<file path="src/rtl/wca_iq_packer.sv">
// wca_iq_packer: pairs interleaved I/Q samples into 32-bit words
// and queues them in a small first-word-fall-through FIFO.
//
// Ports:
//   clock, reset      sole clock; async active-high reset
//   enable            packer enable (low: no capture, no push)
//   strobe, iqSel     sample-valid qualifier; 0 = I, 1 = Q
//   sig_in[11:0]      signed sample, left-justified to 16 bits
//   clear_status      sync clear of overflow and both counters
//   out_ready         downstream accepts out_data
//   out_valid         out_data holds a valid pair
//   out_data[31:0]    {Q[15:0], I[15:0]}
//   fifo_level        pairs currently held
//   overflow          sticky: a pair was dropped (FIFO full)
//   drop_count        dropped pairs, saturating
//   misalign_count    I/Q sequence violations, saturating
module wca_iq_packer #(
    parameter int DEPTH_LOG2 = 2
) (
    input  logic                  clock,
    input  logic                  reset,
    input  logic                  enable,
    input  logic                  strobe,
    input  logic                  iqSel,
    input  logic [11:0]           sig_in,
    input  logic                  clear_status,
    input  logic                  out_ready,
    output logic                  out_valid,
    output logic [31:0]           out_data,
    output logic [DEPTH_LOG2:0]   fifo_level,
    output logic                  overflow,
    output logic [15:0]           drop_count,
    output logic [15:0]           misalign_count
);

    localparam int DEPTH = 1 << DEPTH_LOG2;
    localparam logic [DEPTH_LOG2:0] LVL_FULL =
        {1'b1, {DEPTH_LOG2{1'b0}}};

    localparam logic [0:0] WAIT_I = 1'b0;
    localparam logic [0:0] WAIT_Q = 1'b1;

    // Reset release is retimed by one flop: the edge right after
    // deassertion is ignored, so capture starts on the second edge.
    logic rst_q;
    logic active;

    always_ff @(posedge clock or posedge reset) begin
        if (reset) begin
            rst_q <= 1'b1;
        end else begin
            rst_q <= 1'b0;
        end
    end

    assign active = ~rst_q;

    logic [0:0]  state;
    logic [15:0] hold_i;
    logic [15:0] sample;
    logic        take;
    logic        push;
    logic        misalign;

    assign sample = {sig_in, 4'b0000};
    assign take   = active & enable & strobe;

    always_comb begin
        push     = 1'b0;
        misalign = 1'b0;
        if (take) begin
            case (state)
                WAIT_I: misalign = iqSel;
                WAIT_Q: begin
                    push     = iqSel;
                    misalign = ~iqSel;
                end
                default: ;
            endcase
        end
    end

    always_ff @(posedge clock or posedge reset) begin
        if (reset) begin
            state  <= WAIT_I;
            hold_i <= 16'd0;
        end else if (!enable) begin
            state  <= WAIT_I;
            hold_i <= 16'd0;
        end else if (take) begin
            case (state)
                WAIT_I: begin
                    if (!iqSel) begin
                        hold_i <= sample;
                        state  <= WAIT_Q;
                    end
                end
                WAIT_Q: begin
                    // A repeated I replaces the held one.
                    if (iqSel) begin
                        state <= WAIT_I;
                    end else begin
                        hold_i <= sample;
                    end
                end
                default: state <= WAIT_I;
            endcase
        end
    end

    logic [31:0]           mem [DEPTH];
    logic [DEPTH_LOG2-1:0] wptr;
    logic [DEPTH_LOG2-1:0] rptr;
    logic                  pop;
    logic                  full;
    logic                  accept;
    logic                  drop;

    assign out_valid = (fifo_level != '0);
    assign pop       = out_valid & out_ready;
    assign full      = (fifo_level == LVL_FULL);
    // A pop in the same cycle frees the slot the push needs.
    assign accept    = push & (~full | pop);
    assign drop      = push & full & ~pop;
    assign out_data  = out_valid ? mem[rptr] : 32'd0;

    always_ff @(posedge clock) begin
        if (accept) begin
            mem[wptr] <= {sample, hold_i};
        end
    end

    always_ff @(posedge clock or posedge reset) begin
        if (reset) begin
            wptr       <= '0;
            rptr       <= '0;
            fifo_level <= '0;
        end else begin
            if (accept) begin
                wptr <= wptr + DEPTH_LOG2'(1);
            end
            if (pop) begin
                rptr <= rptr + DEPTH_LOG2'(1);
            end
            case ({accept, pop})
                2'b10:   fifo_level <= fifo_level + (DEPTH_LOG2+1)'(1);
                2'b01:   fifo_level <= fifo_level - (DEPTH_LOG2+1)'(1);
                default: ;
            endcase
        end
    end

    always_ff @(posedge clock or posedge reset) begin
        if (reset) begin
            overflow       <= 1'b0;
            drop_count     <= 16'd0;
            misalign_count <= 16'd0;
        end else if (clear_status) begin
            overflow       <= 1'b0;
            drop_count     <= 16'd0;
            misalign_count <= 16'd0;
        end else begin
            if (drop) begin
                overflow <= 1'b1;
            end
            if (drop && drop_count != 16'hFFFF) begin
                drop_count <= drop_count + 16'd1;
            end
            if (misalign && misalign_count != 16'hFFFF) begin
                misalign_count <= misalign_count + 16'd1;
            end
        end
    end

endmodule

</file>
<file path="config.mk">
export PLATFORM = sky130hd
export DESIGN_NAME = wca_iq_packer
export DESIGN_NICKNAME = d
export VERILOG_FILES = /design/src/rtl/wca_iq_packer.sv
export SDC_FILE = /design/constraint.sdc
export NUM_CORES = 1
export LEC_CHECK = 0
export CORE_MARGIN = 3
export CORE_UTILIZATION = 50
export CTS_CLUSTER_DIAMETER = 60
export DETAILED_ROUTE_END_ITERATION = 8
export PLACE_DENSITY = 0.75
export SLEW_MARGIN = 20
export SYNTH_ARGS = -nofsm -noshare
export SYNTH_HDL_FRONTEND = slang
export SYNTH_SLANG_ARGS = --single-unit
export TNS_END_PERCENT = 20
</file>
<file path="constraint.sdc">
create_clock -name clock -period 2.3 [get_ports clock]
set_input_delay 0.345 -clock clock [delete_from_list [all_inputs] [get_ports clock]]
set_output_delay 0.345 -clock clock [all_outputs]
set_load 0.1 [all_outputs]
</file>
==> results.cfg <==
[timing]
period_share_pct = 101
hold_viol = 0
fmax_ghz = 0.429
worst_slack_ns = -0.0324
final_max_slew_viol_count = 0
timing.final.crit_period_ns = 2.33
relSlewSlack_pct = 64.5
setup_violations = 15
worst_pin_slew_ns = 0.530
grt_setup_unrepaired = yes
finClkSkew_ns = 0.00784

[grt]
antenna_found_initial = 0
track_usage_pct = 20.9
grt_first_pass_wirelength_um = 23300
gr-usage-met1_pct = 26.3
grt_util_met3_pct = 4.83
met2_usage_pct = 35.6
top_usage_layer = met2
grt_overflow_total = 0
grt_max_degree = 30
first_global_vias = 4441

[floorplan]
rows = 41
start_util_pct = 52.1
die_w_um = 122
die-height_um = 122
core_um2 = 12800
io-pin-count = 88
dieArea_um2 = 14800

[worst_setup_path]
r2r_start = misalign_count[0]
worstPathArrival_ns = 1.99
cpMaxStageDelayCell = mux4_2
path_delay_family = multiplexers
crit_buf_inv = 3
cp_max_fo = 6
slowest_delay_ns = 0.48
setup.worst_path.class = reg -> out
path_cells = buf_4 -> buf_16 -> mux4_2 -> and2_2 -> buf_12
reg2reg_to = misalign_count[13]
rrSetupSlack_ns = 0.37
required_ns = 1.96
worstSetupEndpointType = output pin
rr_worst_depth = 6
cp-start-kind = flop

[outcome]
outcome = finished, violations left
violations = negative setup slack

[cts]
cts_root_buf = clkbuf_16
clock-sinks = 150
path_clk_slew_ns = 0.06
cts_buffer_depth = 2
numCtsBuffers = 17
cts_max_level = 4
ctsHoldBuffers = 0
clock_latency_ns = 0.42
cts_tree = built

[hold_path]
min_path_type = in -> async

[synthesis]
async_reset_ff_share_pct = 36.0
synth_edf_count = 96
yosysTopAreaCell = edfxtp_1
ys.flop_type = edfxtp_1
muxShareOfSynthArea_pct = 9.75
synth_top_family_by_area = simple AND/OR/NAND/NOR gates
syn_area_per_cell_um2 = 14.0
synth_cell_types = 57
synth_seq_area_share_pct = 63.3
syn-cell-area_um2 = 6690
synth_xor_area_share_pct = 0.655
synth_top_cell_area_share_pct = 43.1
synth_cells = 477
synthTopCellsByCount = edfxtp_1 (96), dfrtp_1 (53), nand2_1 (41)
synthTopCellsByArea = edfxtp_1 (43%), dfrtp_1 (20%), mux4_2 (8.1%)
synthSimpleGateAreaFrac_pct = 14.2
synth_compound_area_share_pct = 7.24
yosys_warnings = 0
ys_ff_latch = 150
yosys.area_share.adder_pct = 1.61
synth_most_common_cell = edfxtp_1

[routing]
drt-pass1-iter-count = 5
drtAntennaViolNets = 0
drt_iter0_markers = 334
drc = 0
wl_per_cell_um = 18.9
routed_wl_um = 14600
avgViaCountPerCell = 5.75
vias = 4449

[cells_and_area]
final_core_util_pct = 68.9
drive_above_1_share_pct = 35.7
area_growth_pct = 32.2
stdcell_count = 774
finalInstanceArea_um2 = 8840
diodes = 0
fin_nets = 617

[placed_design]
dp.cells = 737
placed_area_um2 = 8110
io_buffers = 79
routabilityCongestion = 0.912
dpl.hpwl_um = 9530

[power_and_ir_drop]
ir_worst_vdd_uv = 836
power_frac_clock_pct = 23.9
swShare_pct = 40.9
power_switching_uw = 4720
power_frac_comb_pct = 49.7
cellPowerDensity_nw_per_um2 = 1310
power_leakage_uw = 0.00339
intPower_uw = 6840
seqPwrFrac_pct = 26.4

[flow_run]
maxCapViolCount = 0
==> registers in the layout, summed over array words and instances, names as in the netlist <==
register	cells
mem	96
rst_q	1
state	1
hold_i	12
fifo_level	3
misalign_count	16
drop_count	16
wptr	2
rptr	2
overflow	1
==> power by group through the flow <==
stage / sequential [uW] / combinational, uW / clock (uW)
final: 3050 / 5750 / 2760
after global routing: 3060 / 5950 / 2940
after CTS: 3050 / 5750 / 2820
after detailed placement: 3090 / 5400 / 0
after global placement: 3090 / 5340 / 0
after floorplan: 3250 / 3520 / 0
==> worst reg2reg max path: stages (launching register included) <==
cell	delay, ns
dfrtp_1	0.42
ha_1	0.23
and2_1	0.19
nor3b_2	0.16
buf_4	0.17
nor4_1	0.28
mux2_2	0.37
==> metrics by stage <==
step	hold WS (ns)	setup slack [ns]	TNS (ns)	total power [uW]
final	0.288	-0.0324	-0.304	11600
after CTS	0.289	-0.0512	-0.484	11600
after floorplan	0.444	-0.101	-0.359	6760
after global placement	0.480	0.0159	0	8430
after global routing	0.313	-0.0978	-1.35	11900
after detailed placement	0.491	-0.0570	-0.246	8500
==> cell usage in the layout (no fill, tap or decap), drive strengths merged, types with 15 or more instances in the layout <==
cell type,n
edfxtp,96
buf,96
dfrtp,53
nand2,42
and2,31
mux4,24
inv,23
a21oi,22
clkbuf,18
clkdlybuf4s50,18
nor2,15
==> how the worst max path moves through the flow <==
| stage | to | start | depth (start not counted) | slack (ns) |
|---|---|---|---|---|
| after global placement | misalign_count[15] | iqSel | 6 | 0.02 |
| after CTS | out_data[10] | rptr[0] | 5 | -0.05 |
| after global routing | out_data[20] | rptr[0] | 5 | -0.1 |
| final | out_data[10] | rptr[0] | 5 | -0.03 |
| after detailed placement | misalign_count[15] | iqSel | 6 | -0.06 |
| after floorplan | misalign_count[0] | misalign_count[0] | 5 | -0.10 |
==> kinds of logic after synthesis <==
| family | Yosys count |
|---|---|
| simple gates | 162 |
| flops | 150 |
| compound gates | 72 |
| buf+inv | 45 |
| mux | 34 |
| fa+ha+maj | 8 |
| xor+xnor | 5 |
| other cells | 1 |
==> layout make-up <==
type | count | area, um2
repair buffers | 116 | 1380
multi-input cells | 290 | 2340
clock inverters | 14 | 164
flip-flops and latches | 150 | 4260
clock buffers | 17 | 425
inverters | 15 | 56.3
well taps | 172 | 215
fillers | 862 | 3990
==> what timing repair did <==
item | CTS | global route
resized for setup | 18 | 0
setup buffers | 3 | 0
gates cloned | 2 | 1
pin swaps | 0 | 0
endpoints found under the setup margin | 24 | 24
==> layer usage <==
layer / vias to the layer above / wire length, um
li1: 2027 / -
met1: 2239 / 6030
met2: 168 / 7620
met3: 15 / 783
met4: 0 / 196
met5: - / 0
(Power assumes the default switching activity.)
